[src/rtl/int_ctrl.sv]
// int_ctrl: prioritised interrupt controller in front of a CP0 unit.
//
// Raw interrupt lines are synchronised, edge-detected and latched into PEND.
// Sources enabled in MASK and pending become eligible; the lowest eligible
// index is requested from CP0 through a single registered request line.
//
// Ports
//   clk        main clock, rising edge
//   rst_n      asynchronous active-low reset
//   irq_src    raw asynchronous interrupt lines, active high
//   cfg_we     configuration write strobe
//   cfg_addr   register select: 0 MASK, 1 PEND (W1C), 2 STAT (RO), 3 reserved
//   cfg_wdata  write data, bits [N_SRC-1:0] used
//   cfg_rdata  combinational readback of the selected register
//   ir_en      global interrupt enable (shared with CP0)
//   cp0_ir     registered interrupt request to CP0
//   cp0_taken  one-cycle pulse from CP0 when it takes the interrupt
//   eret       CP0 is executing ERET
//   cause      index of the requested / serviced source (0 when idle)
//   busy       high while an interrupt is being serviced
//
// state    | meaning
// ---------+------------------------------------------------------------
// IDLE     | no request outstanding; waits for an eligible source
// REQ      | cp0_ir high, cause frozen, waiting for CP0 to take it
// SERVICE  | handler running; waits for ERET

module int_ctrl #(
    parameter int N_SRC = 8
) (
    input  logic             clk,
    input  logic             rst_n,
    input  logic [N_SRC-1:0] irq_src,
    input  logic             cfg_we,
    input  logic [1:0]       cfg_addr,
    input  logic [31:0]      cfg_wdata,
    output logic [31:0]      cfg_rdata,
    input  logic             ir_en,
    output logic             cp0_ir,
    input  logic             cp0_taken,
    input  logic             eret,
    output logic [3:0]       cause,
    output logic             busy
);

    typedef enum logic [1:0] {
        ST_IDLE    = 2'd0,
        ST_REQ     = 2'd1,
        ST_SERVICE = 2'd2
    } state_t;

    localparam logic [N_SRC-1:0] ONE_HOT0 = {{(N_SRC-1){1'b0}}, 1'b1};

    logic [N_SRC-1:0] sync1_q, sync1_d;
    logic [N_SRC-1:0] sync2_q, sync2_d;
    logic [N_SRC-1:0] edge_q,  edge_d;
    logic [1:0]       warm_q,  warm_d;
    logic [N_SRC-1:0] mask_q,  mask_d;
    logic [N_SRC-1:0] pend_q,  pend_d;
    logic             ir_en_q, ir_en_d;
    state_t           state_q, state_d;
    logic [3:0]       cause_q, cause_d;
    logic             cp0_ir_q, cp0_ir_d;
    logic             busy_q,  busy_d;

    logic [N_SRC-1:0] rise;
    logic [N_SRC-1:0] eligible;
    logic [N_SRC-1:0] cause_oh;
    logic [N_SRC-1:0] w1c_mask;
    logic [3:0]       prio_idx;
    logic             prio_found;
    logic             take;
    logic             unused_wdata_hi;

    assign unused_wdata_hi = ^cfg_wdata[31:N_SRC];

    // Synchroniser, edge flop and post-reset warm-up.  Edge detection stays
    // disabled until the whole chain holds real samples, so a line that is
    // already high when reset lifts is seen as a level, not an edge.
    always_comb begin
        sync1_d = irq_src;
        sync2_d = sync1_q;
        edge_d  = sync2_q;
        warm_d  = (warm_q != 2'd0) ? warm_q - 2'd1 : 2'd0;
        rise    = (warm_q == 2'd0) ? (sync2_q & ~edge_q) : '0;
    end

    assign eligible = pend_q & mask_q;
    assign cause_oh = ONE_HOT0 << cause_q;

    // Lowest index wins.
    always_comb begin
        prio_idx   = 4'd0;
        prio_found = 1'b0;
        for (int i = 0; i < N_SRC; i++) begin
            if (!prio_found && eligible[i]) begin
                prio_idx   = 4'(i);
                prio_found = 1'b1;
            end
        end
    end

    always_comb begin
        state_d  = state_q;
        cause_d  = cause_q;
        cp0_ir_d = 1'b0;
        busy_d   = 1'b0;
        take     = 1'b0;
        case (state_q)
            ST_IDLE: begin
                if (ir_en_q && prio_found) begin
                    state_d  = ST_REQ;
                    cause_d  = prio_idx;
                    cp0_ir_d = 1'b1;
                end
            end
            ST_REQ: begin
                if (cp0_taken) begin
                    state_d = ST_SERVICE;
                    take    = 1'b1;
                    busy_d  = 1'b1;
                end else if ((eligible & cause_oh) == '0) begin
                    // Withdrawn before CP0 took it; IDLE guarantees a low
                    // cycle on cp0_ir before any new request.
                    state_d = ST_IDLE;
                    cause_d = 4'd0;
                end else begin
                    cp0_ir_d = 1'b1;
                end
            end
            ST_SERVICE: begin
                if (eret) begin
                    state_d = ST_IDLE;
                    cause_d = 4'd0;
                end else begin
                    busy_d = 1'b1;
                end
            end
            default: begin
                state_d = ST_IDLE;
                cause_d = 4'd0;
            end
        endcase
    end

    // Register file: a fresh edge overrides any clear in the same cycle.
    always_comb begin
        w1c_mask = (cfg_we && cfg_addr == 2'd1) ? cfg_wdata[N_SRC-1:0] : '0;
        pend_d   = (pend_q & ~(w1c_mask | (take ? cause_oh : '0))) | rise;
        mask_d   = (cfg_we && cfg_addr == 2'd0) ? cfg_wdata[N_SRC-1:0] : mask_q;
        ir_en_d  = ir_en;
    end

    always_comb begin
        cfg_rdata = 32'd0;
        case (cfg_addr)
            2'd0:    cfg_rdata = {{(32-N_SRC){1'b0}}, mask_q};
            2'd1:    cfg_rdata = {{(32-N_SRC){1'b0}}, pend_q};
            2'd2:    cfg_rdata = {24'd0, cause_q, 1'b0, state_q, busy_q};
            default: cfg_rdata = 32'd0;
        endcase
    end

    always_ff @(posedge clk or negedge rst_n) begin
        if (!rst_n) begin
            sync1_q  <= '0;
            sync2_q  <= '0;
            edge_q   <= '0;
            warm_q   <= 2'd3;
            mask_q   <= '0;
            pend_q   <= '0;
            ir_en_q  <= 1'b0;
            state_q  <= ST_IDLE;
            cause_q  <= 4'd0;
            cp0_ir_q <= 1'b0;
            busy_q   <= 1'b0;
        end else begin
            sync1_q  <= sync1_d;
            sync2_q  <= sync2_d;
            edge_q   <= edge_d;
            warm_q   <= warm_d;
            mask_q   <= mask_d;
            pend_q   <= pend_d;
            ir_en_q  <= ir_en_d;
            state_q  <= state_d;
            cause_q  <= cause_d;
            cp0_ir_q <= cp0_ir_d;
            busy_q   <= busy_d;
        end
    end

    assign cp0_ir = cp0_ir_q;
    assign cause  = cause_q;
    assign busy   = busy_q;

endmodule
[config.mk]
export PLATFORM = sky130hd
export DESIGN_NAME = int_ctrl
export DESIGN_NICKNAME = d
export VERILOG_FILES = /design/src/rtl/int_ctrl.sv
export SDC_FILE = /design/constraint.sdc
export NUM_CORES = 1
export LEC_CHECK = 0
export ABC_AREA = 1
export BUFFER_PORTS_ARGS = -buffer_cell sky130_fd_sc_hd__buf_4
export CORE_AREA = 2 2 80 82
export DETAILED_ROUTE_END_ITERATION = 10
export DIE_AREA = 0 0 82 84
export GPL_TIMING_DRIVEN = 0
export PLACE_DENSITY = 0.66
export SLEW_MARGIN = 20
export SYNTH_ARGS = -nofsm -noshare
export SYNTH_HDL_FRONTEND = slang
export SYNTH_SLANG_ARGS = --single-unit
[constraint.sdc]
create_clock -name clk -period 3.6 [get_ports clk]
set_input_delay 0.72 -clock clk [delete_from_list [all_inputs] [get_ports clk]]
set_output_delay 0.72 -clock clk [all_outputs]
set_load 0.01 [all_outputs]
# After elaboration in Yosys (flattened, before gate mapping)
# Index checks and enable logic that the tools add are counted.
[word_totals]
word_cells = 92
ff_bits = 51
input_bits = 48
output_inout_bits = 38
[classes]
shift = 1
reduce_logical = 24
bitwise_logic = 8
mux = 38
add_sub_neg = 1
n_eq_ne = 9
[ops]
columns = ["operator", "count"]
rows = [
  ["$mux W4", 10],
  ["$and A8 B8 Y8", 4],
  ["$mux W8", 3],
  ["$pmux W8 S3", 1],
  ["$not A8 Y8", 2],
  ["$or A8 B8 Y8", 2],
  ["$mux W1", 15],
  ["$pmux W4 S3", 1],
  ["$logic_and A1 B1 Y1", 10],
  ["$mux W2", 5],
  ["$logic_not A8 Y1", 1],
  ["$ne A2 B2 Y1 const B", 4],
  ["$shl A1 B4 Y8 const A", 1],
  ["$logic_not A1 Y1", 7],
  ["$logic_not A2 Y1", 3],
  ["$pmux W2 S3", 1],
  ["$eq A2 B1 Y1 const B", 2],
  ["$eq A2 B2 Y1 const B", 2],
  ["$pmux W1 S2", 2],
  ["$reduce_and A4 Y1", 1],
  ["$ne A3 B3 Y1 const B", 1],
  ["$reduce_and A3 Y1", 1],
  ["$reduce_bool A2 Y1", 1],
  ["$sub A2 B1 Y2 const B", 1],
]

# Logic depth before layout (Yosys ltp)
# Gate-level depths: netlist of run 1.
[logic_depth]
ltp_word = 26
depth_mapped = 11
mapped_depth_nobuf = 10

# Least setup slack after synthesis of run 1
# OpenSTA, ideal clock, no wires.
[synth_path]
path_kind = "in2out"
startpoint = "input port cfg_addr[0]"
endpoint = "output port cfg_rdata[3]"
path_buffers = 0
cell_stages = 4
required_ps = 2880
t_arrival_ps = 1268
path_slack_ps = 1612
path_cell_list = "inv_2 > nor2_4 > inv_1 > o21ai_0"
[synth_between]
elab_chain_len = 2
[synth_lines]
columns = ["item", "line_no", "source"]
rows = [
  ["start: declaration", "35", "input logic [1:0] cfg_addr,"],
  ["$eq A2 B2 Y1, or another cell as far along", "156", "case (cfg_addr)"],
  ["$pmux W8 S3 *", "156", ""],
  ["end: declaration", "37", "output logic [31:0] cfg_rdata,"],
]
# Every way passes the cells marked *; elsewhere a longest branch is shown, timed or not.

# Worst setup path in the final report of run 1
[layout_path]
startpoint = "input port cfg_addr[0]"
endpoint = "output port cfg_rdata[5]"
# Same word-level chain as after synthesis.

==> results.md, run 1 <==
- RePlAce Congestion: 0.836
- CP max-delay cell: o211ai_1
- Post-CTS Hold Buffers: 0
- CP arrival: 1.53 ns
- CP max stage delay: 0.27 ns
- Top Family by Delay on Critical Path: buffers and inverters
- Worst-margin pin slew: 0.623 ns
- Reg clk slew, reported paths: 0.10 ns
- Total power: 1.68 mW
- Sequential Area: 1250 um^2
- Post-synth top area share: 0.500
- I/O pin count: 86
- Die W: 82 um
- Worst Skew: 0.0116 ns
- Drt pass-1 iters: 4
- # nets final: 368
- Max-cap violation count: 0
- Max VDD drop: 0.251 mV
- IO buf count: 36
- Setup bufs post-CTS: 0
- Syn Area/Cell: 9.61 um^2
- Core footprint: 6100 um^2
- Layout cells sized above 1: 0.311
- Worst path most repeated cell: buf_4
- Syn Inst Count: 250
- Multi-input logic area: 931 um^2
- Worst slack, placed: 1.36 ns
- Number of fill cells: 613
- Number of global-route vias before repair: 1694
- Bufs on Longest Clock Path: 2
- Largest net degree at the start of global routing: 51
- Worst r2r path cells: 9
- Diode count: 0
- Initial antenna violation count: 0
- Final min period: 2.25 ns
- Drt wl/cell: 12.3 um
- DP HPWL: 3670 um
- YS warnings: 0
- First-pass GRT wire length: 7910 um
- Leak: 1.54 nW
- Tcrit/Tclk final: 0.624
- Initial Utilization: 0.394
- TritonCTS clock tree: done
- Post-synth EDFFs: 0
- Hold Fails Final Rpt: 0
- Gr usage total: 0.153
- Hold path depth: 0
- Crit Path Class: input port to primary output
- P&R area growth vs syn: 23.7%
- Final setup vio count: 0
- Nature of the critical path endpoint: primary output
- Outcome: finished, final reports clean
- Clock latency on the worst-skew pair: 0.31 ns
- Synthesized area: 2400 um^2
- Critical Path Start Type: input port
- Die height: 84 um
- CP Cell Sequence: buf_4 -> inv_2 -> nand2_1 -> o211ai_1 -> buf_4
- Most common cell in the synthesized netlist: nand2_1
- Crit-path max FO: 5
- Fmax: 0.445 GHz
- Total negative setup slack: 0 ns
- Buf/Inv on CP: 3
- Post-CTS resize count: 0
- Top_reg_cell synth: dfrtp_1
- Root Buffer: clkbuf_8
- DRT Wirelength: 4860 um
- Synth unique cells: 32
- Slew headroom: 0.584
- Clock sinks: 50
- Post-route worst setup slack: 1.35 ns
- Overflow after GRT: 0
- Vias per inst: 4.55
- Top post-synthesis cells by area: dfrtp_1 50%, nand2_1 9.1%, buf_4 7.8%
- TritonCTS Buffers: 5
- DR vias: 1798
- Post-route ant nets: 0
- Hold Path Class: flip-flop to flip-flop
- DRC: 0
- Die area: 6890 um^2
- Data required time at the worst endpoint: 2.88 ns
- Synth cell count leaders: 58 x nand2_1, 48 x dfrtp_1, 25 x buf_4
- Unrepaired setup endpoints after global routing: no
- Row count: 29
- Most area-hungry cell type in the Yosys netlist: dfrtp_1
- Yosys reg bits: 50
- Pwr/cell area: 565 nW/um^2
- Final Slew Violations: 0
- Sequential share of the synthesized area: 0.522
- Iter 0 DRT Violations: 52
- Stages on worst setup path: 5
- Share of flip-flops with an asynchronous set or reset: 1.00
- Number of H-tree levels: 2
==> per-layer routing <==
metal / part of all wire / track usage / up-vias
li1: - / - / 890
met1: 0.42 / 0.199 / 849
met2: 0.50 / 0.248 / 53
met3: 0.057 / 0.0379 / 6
met4: 0.013 / 0.0500 / 0
met5: 0 / 0 / -
==> registers in the layout (all words and copies together), names as in the netlist, 2 cells and up <==
name,flops
state_q,2
edge_d,8
warm_q,2
edge_q,8
pend_q,8
mask_q,8
cause,3
sync1_q,8
==> cells by family after synthesis <==
family / count (synthesis) / synth area share
compound gates: 22 / 0.0755
buf+inv: 54 / 0.129
flops: 50 / 0.522
other cells: 1 / 0.00156
mux: 8 / 0.0375
simple gates: 112 / 0.220
fa+ha+maj: 3 / 0.0156
==> report_power, final <==
part           switching (mW)  internal (mW)  total (mW)
registers              0.0671          0.644       0.711
clock network           0.198          0.208       0.407
logic                   0.331          0.232       0.563
==> cell usage in the layout (no fill, tap or decap), types with 2 or more instances in the layout <==
| master | Yosys | routed |
|---|---|---|
| a32o_1 | 5 | 5 |
| buf_4 | 25 | 61 |
| clkbuf_8 | 0 | 5 |
| conb_1 | 1 | 25 |
| dfrtp_1 | 48 | 48 |
| dfstp_2 | 2 | 2 |
| ha_1 | 3 | 3 |
| inv_1 | 23 | 23 |
| inv_2 | 3 | 3 |
| inv_6 | 1 | 2 |
| mux2_1 | 5 | 5 |
| mux2_2 | 3 | 3 |
| nand2_1 | 58 | 58 |
| nand2_2 | 4 | 4 |
| nand3_1 | 19 | 19 |
| nand3_2 | 2 | 2 |
| nand4_1 | 2 | 2 |
| nor2_1 | 13 | 13 |
| nor2_2 | 6 | 6 |
| nor2_4 | 3 | 3 |
| o211ai_1 | 6 | 6 |
| o21ai_0 | 4 | 4 |
| o31ai_1 | 3 | 3 |
| or2_2 | 2 | 2 |
==> cell type report <==
| class | instances | share of cell area |
|---|---|---|
| sequential | 50 | 0.422 |
| timing repair buffer | 36 | 0.0909 |
| buffer | 27 | 0.0682 |
| clock buffer | 5 | 0.0231 |
| multi-input combinational | 170 | 0.313 |
| inverter | 27 | 0.0358 |
| tap | 77 | 0.0324 |
| clock inverter | 3 | 0.0147 |
==> final timing paths <==
path                              from      endpoint  slack, ns
setup / recovery           cfg_addr[0]  cfg_rdata[5]       1.35
hold / removal              sync1_q[1]     edge_d[1]       0.34
setup reg to reg            state_q[1]      cause[1]       1.93
hold reg to reg             sync1_q[1]     edge_d[1]       0.34
max in group asynchronous        rst_n     edge_q[3]       2.76
min in group asynchronous        rst_n     mask_q[1]       0.42
==> through the flow <==
step / hold WS, ns / area (um^2) / instances / util
floorplan: 0.331 / 2490 / 274 / -
global placement: 0.332 / 2860 / 387 / 0.469
detailed placement: 0.335 / 2860 / 387 / 0.469
CTS: 0.347 / 2970 / 395 / 0.488
global route: 0.363 / 2970 / 395 / 0.488
finish: 0.340 / 2970 / 395 / 0.488
==> worst reg2reg max path, stage by stage, from the launching register on <==
cell and delay [ns]:
dfrtp_1 0.39, inv_1 0.10, ha_1 0.26, nand2_1 0.10, inv_2 0.10, nor2_1 0.18, a21boi_4 0.24, nand2_2 0.08
nand2_1 0.06, nand2_1 0.04
Power figures use the tool's default switching activity.
==> run 2: changes to the inputs <==
- PLACE_DENSITY: 0.66 -> 0.68
- clock period: 3.6 -> 1.8 ns (I/O delays scaled with it)
==> results.md, run 2 (synthesis results as in run 1) <==
- Drt pass-1 iters: 4 (unchanged)
- Core footprint: 6100 um^2 (unchanged)
- Final setup vio count: 0 (unchanged)
- Clock sinks: 50 (unchanged)
- Number of fill cells: 605 (-1.3%)
- Unrepaired setup endpoints after global routing: no
- Nature of the critical path endpoint: primary output
- IO buf count: 36 (unchanged)
- Core Util, Final: 0.489 (+0.00103)
- Worst path most repeated cell: buf_4
- Total negative setup slack: 0 ns (unchanged)
- Number of global-route vias before repair: 1733 (+2.3%)
- Max-cap violation count: 0 (unchanged)
- Reg clk slew, reported paths: 0.10 ns (about the same)
- Hold Fails Final Rpt: 0 (unchanged)
- Row count: 29 (unchanged)
- Initial Utilization: 0.394 (unchanged)
- DP HPWL: 3560 um (-2.9%)
- Bufs on Longest Clock Path: 2 (unchanged)
- Final min period: 1.65 ns
- DR vias: 1739 (-3.3%)
- CP Cell Sequence: buf_4 -> nor2_4 -> inv_1 -> o21ai_0 -> buf_4
- WL met2: 2320 um (-5.4%)
- Data required time at the worst endpoint: 1.44 ns (-1.44 ns)
- Crit-path max FO: 8 (+3)
- Diode count: 0 (unchanged)
- Worst-margin pin slew: 0.608 ns (-0.0155 ns)
- Post-CTS resize count: 0 (unchanged)
- Pwr/cell area: 1130 nW/um^2 (+99%)
- DRC: 0 (unchanged)
- Max VDD drop: 0.573 mV (+130%)
- Vias per inst: 4.40 (-3.3%)
- CP max stage delay: 0.25 ns (-0.02 ns)
- Critical Path Start Type: input port
- First-pass GRT wire length: 8000 um (+1.2%)
- I/O pin count: 86 (unchanged)
- Root Buffer: clkbuf_8
- Die W: 82 um (unchanged)
- Metal-1 WL: 2000 um (-3.3%)
- Crit Path Class: input port to primary output
- Initial antenna violation count: 0 (unchanged)
- Dpl cell area: 2860 um^2 (unchanged)
- Worst Skew: 0.0108 ns (-0.000833 ns)
- RePlAce Congestion: 0.858 (+2.7%)
- Largest net degree at the start of global routing: 51 (unchanged)
- Fin cells: 395 (unchanged)
- Die height: 84 um (unchanged)
- Layout cells sized above 1: 0.314 (+0.00314)
- Fmax: 0.607 GHz
- Most common library cell in the layout ignoring fill and taps: buf_4
- Clock latency on the worst-skew pair: 0.30 ns (about the same)
- Tcrit/Tclk final: 0.916
- Slew headroom: 0.595 (+0.0103)
- TritonCTS clock tree: done
- Final Slew Violations: 0 (unchanged)
- Post-route ant nets: 0 (unchanged)
- Post-CTS Hold Buffers: 0 (unchanged)
- Leak: 1.54 nW (about the same)
- P&R area growth vs syn: 23.9%
- Final std cell area, no fill: 2980 um^2 (+0.21%)
- Most frequent cells in the layout: 61 x buf_4, 58 x nand2_1, 48 x dfrtp_1
- Drt wl/cell: 11.8 um (-4.0%)
- Met3 WL post-DR: 295 um (+5.7%)
- Gr usage total: 0.152 (-0.000824)
- # nets final: 368 (unchanged)
- CP max-delay cell: nor2_4
- DRT Wirelength: 4670 um (-4.0%)
- Number of H-tree levels: 2 (unchanged)
- CP arrival: 1.29 ns (-0.24 ns)
- Setup bufs post-CTS: 0 (unchanged)
- Placed Cells: 387 (unchanged)
- Iter 0 DRT Violations: 70 (+35%)
- Top Metal Used: met4
- Die area: 6890 um^2 (unchanged)
- Outcome: finished, final reports clean
- TritonCTS Buffers: 5 (unchanged)
- Hold Path Class: input port to asynchronous set/reset pin
- Overflow after GRT: 0 (unchanged)
run 2: cell types whose count changed in the layout (fill, tap and decap cells not counted):
cell / previous run / this run
clkinv_2: 1 / 0
inv_6: 2 / 3
nor2_2: 6 / 7
nor2_1: 13 / 12
run 2: area by class of cell:
cell class	instances	area, um^2	share of cell area
Sequential cell	50	1250	0.421
Multi-Input combinational cell	170	933	0.313
Tap cell	77	96.3	0.0323
Timing Repair Buffer	36	270	0.0907
Inverter	27	106	0.0357
Clock buffer	5	68.8	0.0231
Buffer	27	203	0.0680
Clock inverter	3	47.5	0.0160
run 2: routing by layer:
layer | vias up | track usage
met5 | - | 0
met4 | 0 | 0.0500
met3 | 6 | 0.0346
met2 | 52 | 0.245
met1 | 787 | 0.202
li1 | 894 | -
run 2: power breakdown:
group          internal [mW]  leakage (nW)  switching [mW]
combinational          0.467         0.900           0.657
clock                  0.424        0.0591           0.383
sequential              1.29         0.579           0.136
total                   2.18          1.54            1.18
run 2: path summary, 6_finish.rpt:
check,start,to,slack [ns],cells after the start
worst max-delay path,cfg_addr[1],cfg_rdata[3],0.15,5
worst min register to register,sync1_q[4],edge_d[4],0.35,0
max in group asynchronous,rst_n,mask_q[6],1.33,1
worst max register to register,state_q[1],cause[0],0.18,9
min in group clk,irq_src[2],sync1_q[2],0.15,1
worst min-delay path,rst_n,sync1_q[7],0.06,1
run 2: worst max-delay path, delay by kind of cell:
kind	cells	cell delay (ns)
AO/OA/AOI/OAI	1	0.24
buffers and inverters	3	0.44
AND/OR/NAND/NOR	1	0.25
run 2: per-stage QoR:
stage | hold WS (ns) | setup WS (ns) | power (mW)
floorplan | 0.0644 | 0.372 | 2.20
global placement | 0.332 | 0.195 | 2.55
detailed placement | 0.336 | 0.168 | 2.57
CTS | 0.0755 | 0.141 | 3.39
global route | 0.0981 | 0.0352 | 3.61
finish | 0.0625 | 0.152 | 3.35
==> run 3: changes to the inputs <==
- PLACE_DENSITY: 0.68 -> 0.66
- REMOVE_ABC_BUFFERS: default -> 1
- clock period: 1.8 -> 1.54 ns (I/O delays scaled with it)
==> results.md, run 3 (synthesis results as in run 1) <==
- Largest net degree at the start of global routing: 51 (unchanged)
- Critical Path Start Type: flip-flop
- Core Util, Final: 0.482 (-0.00657)
- Post-CTS Hold Buffers: 0 (unchanged)
- Leak: 1.46 nW (-5.3%)
- Worst-margin pin slew: 0.607 ns (-0.00125 ns)
- Reg2reg setup slack: 0.04 ns (-0.14 ns)
- Hold Fails Final Rpt: 0 (unchanged)
- IO buf count: 36 (unchanged)
- First-pass GRT wire length: 7940 um (-0.79%)
- Outcome: finished, final reports clean
- Sequential power share: 0.421 (-0.003)
- Most frequent cells in the layout: 48 x nand2_1, 48 x buf_4, 44 x dfrtp_1
- DP HPWL: 3490 um (-2.1%)
- Worst path most repeated cell: buf_4
- Stages on worst setup path: 4 (-1)
- Nature of the critical path endpoint: primary output
- Worst Skew: 0.0161 ns (+0.00528 ns)
- Sw Pwr: 1.53 mW (+30%)
- Drt pass-1 iters: 4 (unchanged)
- Gr usage total: 0.151 (-0.00129)
- CP arrival: 1.20 ns (-0.09 ns)
- Drt wl/cell: 12.9 um (+8.8%)
- Crit Path Class: flip-flop to primary output
- Data required time at the worst endpoint: 1.23 ns (-0.21 ns)
- P&R area growth vs syn: 22.3%
- CP max stage delay: 0.42 ns (+0.17 ns)
- # nets final: 354 (-3.8%)
- Reg2Reg Capture Point: cause[1]
- DR vias: 1777 (+2.2%)
- Final min period: 1.51 ns
- Final Slew Violations: 0 (unchanged)
- Row count: 29 (unchanged)
- Die W: 82 um (unchanged)
- Unrepaired setup endpoints after global routing: yes
- Fmax: 0.664 GHz
- Post-route ant nets: 0 (unchanged)
- Tcrit/Tclk final: 0.977
- Hold Path Class: input port to asynchronous set/reset pin
- Die height: 84 um (unchanged)
- Vias per inst: 4.66 (+5.9%)
- Number of global-route vias before repair: 1682 (-2.9%)
- Diode count: 0 (unchanged)
- CP endpoint: cfg_rdata[2]
- RR Startpoint: cause[2]
- Initial antenna violation count: 0 (unchanged)
- Top Family by Delay on Critical Path: flip-flops
- Clk pwr share: 0.204 (-0.037)
- Switching share of power: 0.378 (+0.0271)
- Reg clk slew, reported paths: 0.11 ns (about the same)
- RePlAce Congestion: 0.859 (+0.15%)
- Max-cap violation count: 0 (unchanged)
- Initial Utilization: 0.394 (unchanged)
- Clock latency on the worst-skew pair: 0.31 ns (about the same)
- Layout cells sized above 1: 0.362 (+0.0474)
- CP max-delay cell: dfrtp_1
- Buf/Inv on CP: 2 (-1)
- Clock sinks: 50 (unchanged)
- Crit path launch: mask_q[2]
- Worst r2r path cells: 9 (unchanged)
- Int Pwr: 2.52 mW (+16%)
- Max VDD drop: 0.749 mV (+31%)
- Bufs on Longest Clock Path: 2 (unchanged)
- Overflow after GRT: 0 (unchanged)
- Pwr/cell area: 1380 nW/um^2 (+22%)
- Slew headroom: 0.595 (+0.000833)
- Die area: 6890 um^2 (unchanged)
- Crit-path max FO: 3 (-5)
- Iter 0 DRT Violations: 67 (-4.3%)
- Total power: 4.05 mW (+21%)
- Final setup vio count: 0 (unchanged)
- TritonCTS clock tree: done
- I/O pin count: 86 (unchanged)
- CP Cell Sequence: buf_4 -> nand2_1 -> o211ai_1 -> buf_4
- Core footprint: 6100 um^2 (unchanged)
- DRT Wirelength: 4900 um (+5.0%)
- Root Buffer: clkbuf_8
- Comb pwr share: 0.375 (+0.040)
- TritonCTS Buffers: 5 (unchanged)
- DRC: 0 (unchanged)
- Number of H-tree levels: 2 (unchanged)
-- run 3: per-layer routing --
| layer | track usage | routed length, um |
|---|---|---|
| met5 | 0 | 0 |
| met4 | 0.0318 | 42 |
| met3 | 0.0346 | 258 |
| met2 | 0.249 | 2460 |
| met1 | 0.202 | 2140 |
-- run 3: metrics by stage --
stage                     hold slack (ns)  TNS (ns)  instances  setup WS, ns  cell area [um^2]
after floorplan                    0.0124         0        247         0.107              2290
after global placement              0.333    -0.127        360       -0.0471              2660
after detailed placement            0.335    -0.363        360       -0.0897              2660
after CTS                          0.0272         0        371        0.0156              2790
after global routing               0.0530    -0.124        381       -0.0441              2940
final                             0.00300         0        381        0.0347              2940
-- run 3: layout make-up --
type / count / area [um^2]
fill: 583 / 3160
timing repair buffer: 49 / 372
clock buffer: 5 / 68.8
tap: 77 / 96.3
multi-input combinational: 170 / 1010
inverter: 27 / 109
clock inverter: 3 / 28.8
sequential: 50 / 1260
-- run 3: repair_timing --
item                       CTS  global route
pin swaps                    0            14
gates resized for setup      6            26
cloned                       0             0
setup buffers                3            10
setup endpoints to repair   12            12
-- run 3: power by group through the flow --
stage               Combinational (mW)  Clock (mW)  Sequential [mW]
floorplan                        0.813           0             1.69
global placement                  1.20           0             1.70
detailed placement                1.22           0             1.72
CTS                               1.31       0.848             1.68
global route                      1.69       0.900             1.74
finish                            1.52       0.827             1.71
-- run 3: worst min path at each step --
stage / to / slack, ns / cells after the start
after CTS: sync1_q[2] / 0.03 / 1
after global routing: edge_q[2] / 0.05 / 1
final: mask_q[2] / 0.003 / 1
after global placement: edge_d[1] / 0.33 / 0
after detailed placement: edge_d[1] / 0.33 / 0
after floorplan: busy / 0.01 / 0
